===== src/rtl/video_timing_detect.sv =====
// Receive-side timing detector: measures line/frame totals and active sizes of an
// incoming hsync/vsync/de stream, locks once stable, and regenerates x/y coordinates.
module video_timing_detect #(
    parameter int CW          = 12,
    parameter int LOCK_FRAMES = 2
) (
    input  logic          clk,
    input  logic          rst,
    input  logic          hsync,
    input  logic          vsync,
    input  logic          de,
    output logic [CW-1:0] x,
    output logic [CW-1:0] y,
    output logic          hsync_o,
    output logic          vsync_o,
    output logic          de_o,
    output logic [CW-1:0] h_total,
    output logic [CW-1:0] h_active,
    output logic [CW-1:0] v_total,
    output logic [CW-1:0] v_active,
    output logic          locked,
    output logic          err
);

    localparam logic [CW-1:0] CMAX    = '1;
    localparam logic [CW-1:0] CMAX_M1 = CMAX - 1'b1;
    localparam logic [3:0]    LF      = 4'(LOCK_FRAMES);

    function automatic logic [CW-1:0] sat_inc(input logic [CW-1:0] v);
        return (v == CMAX) ? v : v + 1'b1;
    endfunction

    logic hsync_q, hsync_qq;
    logic vsync_q, vsync_qq;
    logic de_q, de_qq;

    logic hs_rise, vs_rise, de_rise, de_fall;

    logic [CW-1:0] hper;
    logic [CW-1:0] h_line;
    logic [CW-1:0] hact;
    logic [CW-1:0] h_act_cur;
    logic [CW-1:0] vper;
    logic [CW-1:0] vact;
    logic          frame_bad;
    logic          first_line;
    logic [3:0]    match_cnt;

    logic [CW-1:0] hper_inc;
    logic [CW-1:0] h_line_nxt;
    logic [CW-1:0] h_act_cur_nxt;
    logic [CW-1:0] vper_nxt;
    logic [CW-1:0] vact_nxt;
    logic          line_bad;
    logic          frame_bad_nxt;
    logic          cand_match;
    logic [3:0]    match_cnt_inc;
    logic          loss;

    always_ff @(posedge clk) begin
        if (rst) begin
            hsync_q  <= 1'b0;
            hsync_qq <= 1'b0;
            vsync_q  <= 1'b0;
            vsync_qq <= 1'b0;
            de_q     <= 1'b0;
            de_qq    <= 1'b0;
        end else begin
            hsync_q  <= hsync;
            hsync_qq <= hsync_q;
            vsync_q  <= vsync;
            vsync_qq <= vsync_q;
            de_q     <= de;
            de_qq    <= de_q;
        end
    end

    assign hs_rise = hsync_q & ~hsync_qq;
    assign vs_rise = vsync_q & ~vsync_qq;
    assign de_rise = de_q & ~de_qq;
    assign de_fall = ~de_q & de_qq;

    // Primed values fold in a strobe landing in the same cycle as vs_rise, so an
    // hs edge coincident with vsync is credited to the frame that is finishing.
    always_comb begin
        hper_inc      = sat_inc(hper);
        h_line_nxt    = hs_rise ? hper_inc : h_line;
        line_bad      = hs_rise && (vper != '0) && (hper_inc != h_line);
        frame_bad_nxt = frame_bad | line_bad;
        vper_nxt      = hs_rise ? sat_inc(vper) : vper;
        vact_nxt      = de_rise ? sat_inc(vact) : vact;
        h_act_cur_nxt = de_fall ? hact : h_act_cur;
        cand_match    = (h_line_nxt == h_total) && (h_act_cur_nxt == h_active) &&
                        (vper_nxt == v_total) && (vact_nxt == v_active) &&
                        (h_line_nxt != '0) && (h_act_cur_nxt != '0) &&
                        (vper_nxt != '0) && (vact_nxt != '0) && !frame_bad_nxt;
        match_cnt_inc = (match_cnt >= LF) ? LF : match_cnt + 4'd1;
        loss          = !hs_rise && (hper == CMAX_M1);
    end

    always_ff @(posedge clk) begin
        if (rst) begin
            hper      <= '0;
            h_line    <= '0;
            hact      <= '0;
            h_act_cur <= '0;
            vper      <= '0;
            vact      <= '0;
            frame_bad <= 1'b0;
        end else begin
            hper      <= hs_rise ? '0 : hper_inc;
            h_line    <= h_line_nxt;
            h_act_cur <= h_act_cur_nxt;
            if (de_rise)
                hact <= {{(CW-1){1'b0}}, 1'b1};
            else if (de_q)
                hact <= sat_inc(hact);
            if (vs_rise) begin
                vper      <= '0;
                vact      <= '0;
                frame_bad <= 1'b0;
            end else begin
                vper      <= vper_nxt;
                vact      <= vact_nxt;
                frame_bad <= frame_bad_nxt;
            end
        end
    end

    // Signal loss is applied after the frame update so it overrides a same-cycle lock.
    always_ff @(posedge clk) begin
        if (rst) begin
            h_total   <= '0;
            h_active  <= '0;
            v_total   <= '0;
            v_active  <= '0;
            match_cnt <= '0;
            locked    <= 1'b0;
            err       <= 1'b0;
        end else begin
            err <= 1'b0;
            if (vs_rise) begin
                h_total  <= h_line_nxt;
                h_active <= h_act_cur_nxt;
                v_total  <= vper_nxt;
                v_active <= vact_nxt;
                if (cand_match) begin
                    match_cnt <= match_cnt_inc;
                    if (match_cnt_inc == LF)
                        locked <= 1'b1;
                end else begin
                    match_cnt <= '0;
                    locked    <= 1'b0;
                    err       <= locked;
                end
            end
            if (loss) begin
                match_cnt <= '0;
                locked    <= 1'b0;
                err       <= locked;
            end
        end
    end

    always_ff @(posedge clk) begin
        if (rst) begin
            x          <= '0;
            y          <= '0;
            de_o       <= 1'b0;
            hsync_o    <= 1'b0;
            vsync_o    <= 1'b0;
            first_line <= 1'b0;
        end else begin
            de_o    <= de_q;
            hsync_o <= hsync_q;
            vsync_o <= vsync_q;
            if (de_rise)
                x <= '0;
            else if (de_q)
                x <= sat_inc(x);
            if (de_rise) begin
                if (first_line) begin
                    y          <= '0;
                    first_line <= 1'b0;
                end else begin
                    y <= sat_inc(y);
                end
            end
            if (vs_rise)
                first_line <= 1'b1;
        end
    end

endmodule


===== config.mk =====
export PLATFORM = sky130hd
export DESIGN_NAME = video_timing_detect
export DESIGN_NICKNAME = d
export VERILOG_FILES = /design/src/rtl/video_timing_detect.sv
export SDC_FILE = /design/constraint.sdc
export NUM_CORES = 1
export LEC_CHECK = 0
export CAP_MARGIN = 0
export CORE_ASPECT_RATIO = 0.5
export CORE_MARGIN = 10
export CORE_UTILIZATION = 52
export DETAILED_ROUTE_END_ITERATION = 10
export PLACE_DENSITY = 0.83
export SLEW_MARGIN = 20
export SYNTH_ARGS = -nofsm -noshare
export SYNTH_HDL_FRONTEND = slang
export SYNTH_SLANG_ARGS = --single-unit

===== constraint.sdc =====
create_clock -name clk -period 3.3 [get_ports clk]
set_clock_uncertainty 0.05 [all_clocks]
set_input_delay 0.66 -clock clk [delete_from_list [all_inputs] [get_ports clk]]
set_output_delay 0.66 -clock clk [all_outputs]
set_load 0.02 [all_outputs]

==> results.md, run 1 <==
- For this design the static power due to leakage is 0.00388 µW.
- The synthesized design contains 0 enable-type register cells.
- The part of the cycle the worst path needs is 98.7%.
- The synthesized net count is 1090.
- Relative to the synthesized area, the layout overhead comes to 24.2%.
- The startpoint identified for the worst hold timing path is match_cnt[3].
- The startpoint identified for the worst register-to-register timing path is hper[0].
- The wire length of the first global-routing pass is 44400 µm.
- The number of cell instances on the worst register-to-register path is 10.
- In this run the standard cell core region covers 16300 µm².
- The via count of the first global-routing pass was 8129.
- Counting every sink on the clock net gives 158.
- The die height is 111 µm.
- Synthesis produced a netlist whose cell count is 1075.
- For flop-to-flop paths, the worst setup slack is 0.04 ns.
- Once detailed placement completed, the half-perimeter wirelength came to 21000 µm.
- The maximum fanout along the worst path is 9.
- The first routing iteration left 960 violations.
- The final routed DRC violation total is 0.
- Across the VDD grid, the largest voltage drop is 0.000398 V.
- The repair_antennas step left the layout with diodes totalling 0.
- The classification of the worst setup path is flop to flop.
- Each instance of the synthesized netlist takes up on average 8.02 µm².
- The utilization after layout is 65.7%.
- In this run, synthesis produced a sequential element count of 158.
- Once the floorplan was initialized, standard cells occupied 52.9% of the core.
- The element type at the critical path end is a flop.
- The internal power of the cells totals 3150 µW.
- In this run the number of H-tree levels came out at 4.
- The number of iterations in the first detailed-routing pass is 6.
- The floorplan step set the die width to 202 µm.
- The net switching power is 1240 µW.
- Across all hold checks on the routed design, the worst slack comes to 0.441 ns.
- For this run, the total global-route usage over all layers was measured as 24.1%.
- The number of nets in the final layout is 1196.
- The capture instance of the worst register-to-register path is err.
- The floorplan has 33 rows.
- The number of buffers added to fix hold violations after cts is 0.
- The dominant synthesized flop cell is dfxtp_1.
- The total grt overflow is 0.
- The hold-critical path depth is 1.
- The clock passes through at most 2 buffers.
- The global-route track usage on met1 is 32.3%.
- The register share of total power is 45.6%.
- The number of hold violations in the final report was 0.
- In this run the count of I/O pins placed on the die edge is 82.
- The flow ran to the end, and the final reports show no timing, DRC or antenna violations.
- The CTS root buffer is clkbuf_16.
- For this design, the slowest cell found on the critical path is or4_4.
- The total setup violations reported at the end of the flow is 0.
- The number of pins with negative max-slew slack in the final report is 0.
- The tool flagged a number of max-cap violations equal to 0.
- The final-layout fill cell count is 1363.
- The floorplan step defined a die boundary enclosing 22400 µm².
- STA classifies the critical path startpoint as a flop.
- The delay of the slowest critical-path stage is 0.51 ns.
- For this design the ratio of total power to cell area is 410 nW/µm².
- Data arrives at the worst endpoint at 3.53 ns.
- Summed over its instances, the top area cell type makes up 36.7% of the synthesized netlist area.
- The worst slack at placement is -0.0963 ns.
- The worst setup slack after layout is 0.0415 ns.
- The clock reaches the later pin of the worst-skew pair after 0.43 ns.
- The power share of the combinational group is 10.6%.
- The async set or reset register ratio after synthesis is 0%.
- The summed instance area of the synthesized netlist is 8620 µm².
- The routed wire length is 28300 µm.
- The cell total after placement is 1386.
- Measured against its own limit, the worst slew margin works out to 40.8%.
- The post-route netlist has 13.1% of its cells at a drive strength greater than 1.
- Once detail routing completed, the nets flagged for antenna violations numbered 0.
- Dividing the detail-routed via count by the number of cells gives 6.18.
- The slew at the pin closest to its max-slew limit is 0.880 ns.
- In the global route stage, met2 resource usage came out at 38.2%.
- The met3 demand-to-capacity share in global routing is 5.83%.
- In this run switching power makes up 28.2% of total power.
- The end point of the worst hold path is match_cnt[3].
- The most repeated cell in the gate-level netlist after synthesis is nor2_1.
- Entering global routing, the biggest net connects 55 pins.
- The largest total area in the synthesized netlist belongs to dfxtp_1.
- The final critical delay including setup and external delays is 3.26 ns.
- The critical path required time is 3.57 ns.
- The busiest metal layer after global routing is met2.
- The path class of the tightest hold or removal check is flop to flop.
- The count of buffers added on input and output ports is 81.
- The synthesis warning total is 0.
- The number of antenna violations at the first check in global routing is 0.
- The number of distinct standard cells referenced by the synthesized netlist is 78.
- By area the synthesized netlist is led by dfxtp_1 37%, nor2_1 7.8%, xnor2_1 3.9%.
- The routed layout has 8777 vias.
- In this run, the clock network consumes 43.8% of the power.
- By count the netlist is led by 179 x nor2_1, 158 x dfxtp_1, 68 x nand2_1, 66 x a21oi_1, 46 x clkbuf_1.
- The top achievable clock speed is 0.307 GHz.
- Traced cell by cell, the critical path runs through ha_1, nand3_4, nor3_4, mux2i_1, a2111o_1, or4_4, o22a_1, nor4_4, a31oi_4, and3b_1.
- The non-filler instance count after layout is 1421.
- The clock edge transition at the registers on the reported setup and hold paths is 0.07 ns.
- Of the synthesized area, sequential elements account for 36.7%.
- The TritonCTS buffer count is 17.
- The congestion estimate from routability-driven global placement came to 0.969.
- The clock tree from TritonCTS is done.
- In the final routed layout, each cell accounts on average for 19.9 µm.
-- per-stage QoR --
step,setup TNS [ns],area (µm²),total power [µW]
2_1_floorplan,0,8620,2300
3_3_place_gp,0,9960,2470
3_5_place_dp,-0.273,9960,2480
4_1_cts,0,10500,4370
5_1_grt,-0.200,10700,4520
6_report,0,10700,4390
-- repair_timing --
action / CTS / global route
gates resized for setup: 3 / 29
setup endpoints to repair: 5 / 5
hold endpoints to repair: 0 / 0
pin swaps: 0 / 6
buffers inserted: 0 / 3
-- registers in the layout (all words and copies together) (netlist names), 4 cells and up --
register	flops
h_total	12
y	12
h_act_cur	12
v_active	12
h_active	12
v_total	12
hact	12
x	12
hper	12
match_cnt	4
vper	12
vact	12
h_line	12
-- routing by layer --
metal	share of wire (%)	wire length [µm]	up-vias
met5	0	0	-
met1	44	12400	4209
met4	1.5	429	0
met2	46	12900	418
met3	8.9	2530	40
li1	-	-	4110
-- worst max path at each step --
stage | end | startpoint | slack, ns | cells past startpoint
final | err | hper[0] | 0.04 | 10
after global routing | err | hper[6] | -0.06 | 11
after CTS | match_cnt[0] | hper[0] | 0.00005 | 11
after detailed placement | match_cnt[0] | hper[0] | -0.1 | 11
after global placement | err | hper[0] | 0.002 | 11
after floorplan | err | hper[1] | 0.22 | 12
-- power groups by stage --
stage	sequential [µW]	combinational [µW]	clock [µW]
CTS	2000	449	1920
global placement	2040	435	0
finish	2000	466	1920
detailed placement	2040	440	0
floorplan	2060	241	0
global route	2000	503	2020
-- layout by cell type (no fill, tap or decap), types with 19 or more instances in the layout --
cell and n:
a211oi_1 37, a21oi_1 66, buf_4 81, clkdlybuf4s50_1 80
dfxtp_1 158, inv_1 25, nand2_1 68, nand3_1 33
nand4_1 28, nor2_1 179, nor2b_1 19, nor3_1 29
nor4_1 20, o21ai_0 27, xnor2_1 38, xor2_1 35
-- final cells by class --
type                       count  area (µm²)  share of cell area (%)
tap                          227         284                    2.65
inverter                      25        93.8                   0.876
multi-input combinational    817        5190                    48.4
clock inverter                14         126                    1.18
clock buffer                  18         439                    4.10
timing repair buffer         162        1410                    13.2
sequential                   158        3160                    29.5
-- worst max-delay path: cells and delay by family, from the launching register on --
kind,cells,cell delay (ns)
simple gates,5,1.52
flops,1,0.34
mux,1,0.14
compound gates,3,0.84
fa+ha+maj,1,0.25
-- logic make-up (layout without fill, tap and decap cells) --
family	after synthesis	after routing	share of synthesized area (%)
AO/OA/AOI/OAI	239	239	18.8
XOR/XNOR	73	73	7.42
adder cells (fa/ha/maj)	10	10	1.45
buffers and inverters	100	219	5.14
flip-flops	158	158	36.7
multiplexers	21	21	2.61
AND/OR/NAND/NOR	474	474	27.9
(Power assumes the default switching activity.)
==> run 2, diff against run 1 <==
--- a/config.mk
+++ b/config.mk
@@ -7,8 +7,8 @@
 export LEC_CHECK = 0
 export CAP_MARGIN = 0
 export CORE_ASPECT_RATIO = 0.5
-export CORE_MARGIN = 10
 export CORE_UTILIZATION = 52
+export CTS_CLUSTER_DIAMETER = 40
 export DETAILED_ROUTE_END_ITERATION = 10
 export PLACE_DENSITY = 0.83
 export SLEW_MARGIN = 20
==> run 2 against run 1 <==
  * Non-clock buffer count down 14
  * Count of clock-buffer cells in the layout up 2
  * Critical endpoint is now match_cnt[1]
  * Wire length down 6.1%
  * Critical path type unchanged
  * Core utilization up 1.2 points
  * First-iteration DRC count down 2.5%
  * Register-to-register slack better by 0.03 ns
  * Via count down 1.9%
  * Fmax up 1.0%
  * Largest power group unchanged
  * Worst hold slack worse by 0.0083 ns
  * Global-route usage up 7.3 points
==> results.md, run 2 (synthesized netlist as in run 1, its figures left out) <==
- The flow ran to the end, and the final reports show no timing, DRC or antenna violations.
- TritonCTS built the clock tree.
- The number of antenna violations at the first check in global routing came to 0.
- The final critical path takes up 97.7% of the cycle.
- The final HPWL from detailed placement is 19600 µm.
- The I/O pin count is 82.
- The number of violations of the max-capacitance limit is 0.
- Leaving out fill and tap cells, the most frequent cell in the layout is nor2_1.
- The number of hold buffers added after CTS was 0.
- The classification of the worst setup path is flop to flop.
- The final routed DRC violation total is 0.
- The routed wire length is 26500 µm.
- The critical path launch point is hsync_o.
- STA classifies the critical path startpoint as a flop.
- Cells with a size suffix above 1 make up 12.2% of the layout.
- Once layout is done, the placed cells without fillers occupy 10600 µm².
- For this block, the initial DRC count from the detailed router was 936.
- In this run the power density over the cells is 419 nW/µm².
- For the worst setup path, the data required time is 3.58 ns.
- The detail-routed net length per standard cell is 19.0 µm.
- The area of the die is 17100 µm².
- In the layout the commonest cells are 178 x nor2_1, 154 x dfxtp_1, 80 x clkdlybuf4s50_1, 68 x nand2_1, 67 x buf_4.
- The number of core rows is 32.
- The smallest clock period supported by the final layout is computed as 3.23 ns.
- The H-tree was split into 4 levels.
- The clock edge transition at the registers on the reported setup and hold paths is 0.07 ns.
- The utilization after layout is 66.9%.
- The element type at the critical path end is a flop.
- From synthesis to final layout, the design area changed by 22.7%.
- The analysis attributes to cell leakage a power of 0.00381 µW.
- In this run the worst hold path is classified as flop to flop.
- The largest net degree at the start of global routing is 42.
- The worst register-to-register path begins at hsync_o.
- The cell with the largest stage delay on the worst path is dfxtp_1.
- The worst hold path begins at match_cnt[3].
- Measured against its own limit, the worst slew margin works out to 31.4%.
- Input and output buffers added on the ports amount to 81.
- Total power for the finished layout comes to 4430 µW.
- The floorplan step set the die height to 93.0 µm.
- For this configuration, the core starts out at a cell density of 54.5%.
- The global routing usage summed across all routing layers is 31.4%.
- The number of hold violations in the final report is 0.
- After layout, the worst setup slack is 0.0748 ns.
- The via count of the first global-routing pass was 7843.
- The buffer levels on the longest clock path is 2.
- The via count is 8612.
- The final-layout fill cell count is 1322.
- The hold-critical path depth is 1.
- From left edge to right edge, the die measures 184 µm.
- The first global-routing pass estimated 41800 µm of wire.
- The CTS root buffer is clkbuf_16.
- For this run, the slowest stage of the critical path takes 0.53 ns.
- In this run the worst path has a maximum fanout of 24.
- The total placed instance area is 9850 µm².
- The total area inside the core boundary comes to 15800 µm².
- The global placer's final weighted congestion is 1.03.
- The worst-case IR drop observed on VDD is 0.000374 V.
- Setup violations remaining at the end of the flow were counted as 0.
- The finished layout holds 1400 standard cells, fillers aside.
- The post-detailed-route via-to-cell ratio is 6.15.
- The number of iterations in the first detailed-routing pass is 5.
- The number of antenna repair diodes is 0.
- The slew at the pin closest to its max-slew limit is 1.00 ns.
- The detail route stage leaves a number of antenna-violating nets equal to 0.
- The clock reaches the later pin of the worst-skew pair after 0.42 ns.
- The clock sink count is 158.
- The number of cell instances on the worst register-to-register path is 9.
- The cell total after placement is 1367.
- The TritonCTS buffer count is 17.
- The number of pins with negative max-slew slack in the final report is 0.
- The final layout contains 1182 nets.
- The total grt overflow is 0.
- Traced cell by cell, the critical path runs through nand2b_1, buf_4, nor2_1, a2111o_1, a2111oi_0, o2111ai_1, nor4_4, a31oi_4, nor3_1.
- The data arrival time of the worst path is 3.51 ns.
- The top achievable clock speed is 0.310 GHz.
- Before CTS, the worst setup slack after placement is -0.00195 ns.
-- run 2: cell count changes in the layout (fill, tap and decap cells not counted), moves of 3 or more --
cell | before | now
buf_4 | 81 | 67
dfxtp_1 | 158 | 154
dfxtp_2 | 0 | 4
ha_1 | 10 | 7
ha_2 | 0 | 3
-- run 2: path summary, 6_finish.rpt --
| path | slack [ns] | endpoint |
|---|---|---|
| max | 0.07 | match_cnt[1] |
| min | 0.43 | match_cnt[3] |
| max reg2reg | 0.07 | match_cnt[1] |
| min reg2reg | 0.43 | match_cnt[3] |
-- run 2: area by class of cell --
cell class	instances	area [µm²]	share of cell area, %
sequential	158	3170	29.9
tap	221	277	2.61
clock buffer	20	447	4.22
timing repair buffer	148	1310	12.4
inverter	25	93.8	0.887
multi-input combinational	817	5150	48.7
clock inverter	11	134	1.27
-- run 2: worst max-delay path: cells and delay by family, from the launching register on --
kind | cells | cell delay, ns
AO/OA/AOI/OAI | 4 | 1.21
AND/OR/NAND/NOR | 4 | 0.98
flip-flops | 1 | 0.53
buffers and inverters | 1 | 0.36
-- run 2: power by group --
group	leakage [µW]	switching (µW)	total, µW	internal, µW
sequential	0.00128	53.8	2000	1950
combinational	0.00225	273	459	187
clock	0.000280	826	1970	1140
total	0.00381	1150	4430	3280
-- run 2: timing repair --
action / 4_1_cts / 5_1_grt
buffers inserted: 0 / 2
pin swaps: 0 / 6
setup endpoints to repair: 2 / 5
resized for setup: 2 / 29
-- run 2: layer usage --
layer | vias up | routed length [µm] | GRT usage [%]
li1 | 4072 | - | -
met1 | 4107 | 12000 | 42.7
met2 | 393 | 11900 | 49.6
met3 | 40 | 2240 | 7.28
met4 | 0 | 412 | 8.89
met5 | - | 0 | 0
-- run 2: metrics by stage --
stage | hold slack, ns | setup TNS [ns]
finish | 0.433 | 0
global route | 0.451 | -0.115
global placement | 0.417 | 0
CTS | 0.432 | 0
detailed placement | 0.420 | -0.00195
floorplan | 0.403 | 0
==> run 3, diff against run 2 <==
--- a/config.mk
+++ b/config.mk
@@ -5,7 +5,7 @@
 export SDC_FILE = /design/constraint.sdc
 export NUM_CORES = 1
 export LEC_CHECK = 0
-export CAP_MARGIN = 0
+export CAP_MARGIN = 20
 export CORE_ASPECT_RATIO = 0.5
 export CORE_UTILIZATION = 52
 export CTS_CLUSTER_DIAMETER = 40
==> results of run 3 <==
The final DEF is identical to that of run 2; final timing and power are the same.
==> RTL edit (flow settings as in run 2) <==
Set the parameter `CW` to 18 (it was 12).
--- a/src/rtl/video_timing_detect.sv
+++ b/src/rtl/video_timing_detect.sv
@@ -1,7 +1,7 @@
 // Receive-side timing detector: measures line/frame totals and active sizes of an
 // incoming hsync/vsync/de stream, locks once stable, and regenerates x/y coordinates.
 module video_timing_detect #(
-    parameter int CW          = 12,
+    parameter int CW          = 18,
     parameter int LOCK_FRAMES = 2
 ) (
     input  logic          clk,
Ports: changed (6 resized); port bits go from 82 to 118. The function was not compared with the original's and may differ.
==> RTL edit against run 2 <==
Area after synthesis increased by 45%. Via count increased by 47%. Count of clock-buffer cells in the layout increased by 12. Sequential cell count increased by 72. Global-route usage increased by 1.3 points. Core utilization increased by 2.2 points. Worst setup slack improved by 0.016 ns. Total power increased by 50%. Final area increased by 51%. Combinational power increased by 66%. Synthesized cell count increased by 43%. Worst hold slack got worse by 0.00083 ns. Highest routed layer unchanged. Critical path type unchanged. Wire length increased by 56%.
==> RTL edit: results (changes against run 2) <==
stage	metric	value	unit	change
route	Met2 Routed Length	18.6	mm	+57%
global_route	largest net degree at the start of global routing	64		+52%
placement	Placed Cells	2002		+46%
final_layout	NumNets Final	1753		+48%
synth	Synth Area in XOR/XNOR	0.0994		+0.0252
route	DRT iter0 DRCs	1193		+27%
final_layout	Cell Count, Final, Fillers Out	2064		+47%
status	outcome	complete, no violations		
global_route	met1 Use GR	0.449		+0.0212
worst_setup_path	slowest CP cell	or4b_4		
timing	Slew @ Worst Pin	0.685	ns	-0.319 ns
global_route	global-route wire length before repair	64.7	mm	+55%
worst_setup_path	Crit path arrival time	3.61	ns	+0.10 ns
power_and_ir_drop	Seq pwr share	0.440		-0.012
synth	adder-cell share of the synthesized area	0.0100		-0.00447
placement	Port Buf Inserts	117		+44%
power_and_ir_drop	logic gate share of total power	0.114		+0.010
placement	placed cell area	14700	um2	+49%
final_layout	layout cell share with drive strength beyond 1	0.173		+0.0504
placement	detailed-placement wirelength estimate	30.7	mm	+57%
worst_setup_path	Max Fanout on Critical Path	8		-67%
synth	Synth Area in Compound Gates	0.162		-0.0261
power_and_ir_drop	Leak	5.97	nW	+57%
global_route	GRT Overall Usage	0.326		+0.0125
route	Via density	6.12		-0.49%
synth	Area contributors post-synth	dfxtp_1, nor2_1, xnor2_1		
cts	TritonCTS Buffers	25		+8
global_route	Global Route met3 Usage	0.0541		-0.0187
global_route	vias in the first global route	11800		+51%
[RTL edit: changes by cell type after synthesis, moves of 12 or more]
cell	run 2	this run
a211oi_1	40	63
nand2_1	68	94
or3_1	8	27
mux2i_1	18	31
xor2_1	35	67
nor2_1	179	276
o21ai_0	28	45
nand3_1	33	57
clkbuf_1	46	58
xnor2_1	38	70
dfxtp_1	158	230
[RTL edit: final cells by class]
class,count,area [um2]
antenna,1,2.50
clock buffer,32,702
clock inverter,13,166
fill,1883,7160
inverter,30,115
multi-input combinational,1177,7640
sequential,230,4620
tap,307,384
timing repair buffer,274,2390
[RTL edit: repair_timing]
| item | 4_1_cts | 5_1_grt |
|---|---|---|
| pin swaps | 1 | 24 |
| resized for setup | 2 | 86 |
| endpoints found under the setup margin | 3 | 5 |
| setup buffers | 0 | 16 |
| hold endpoints to repair | 0 | 0 |
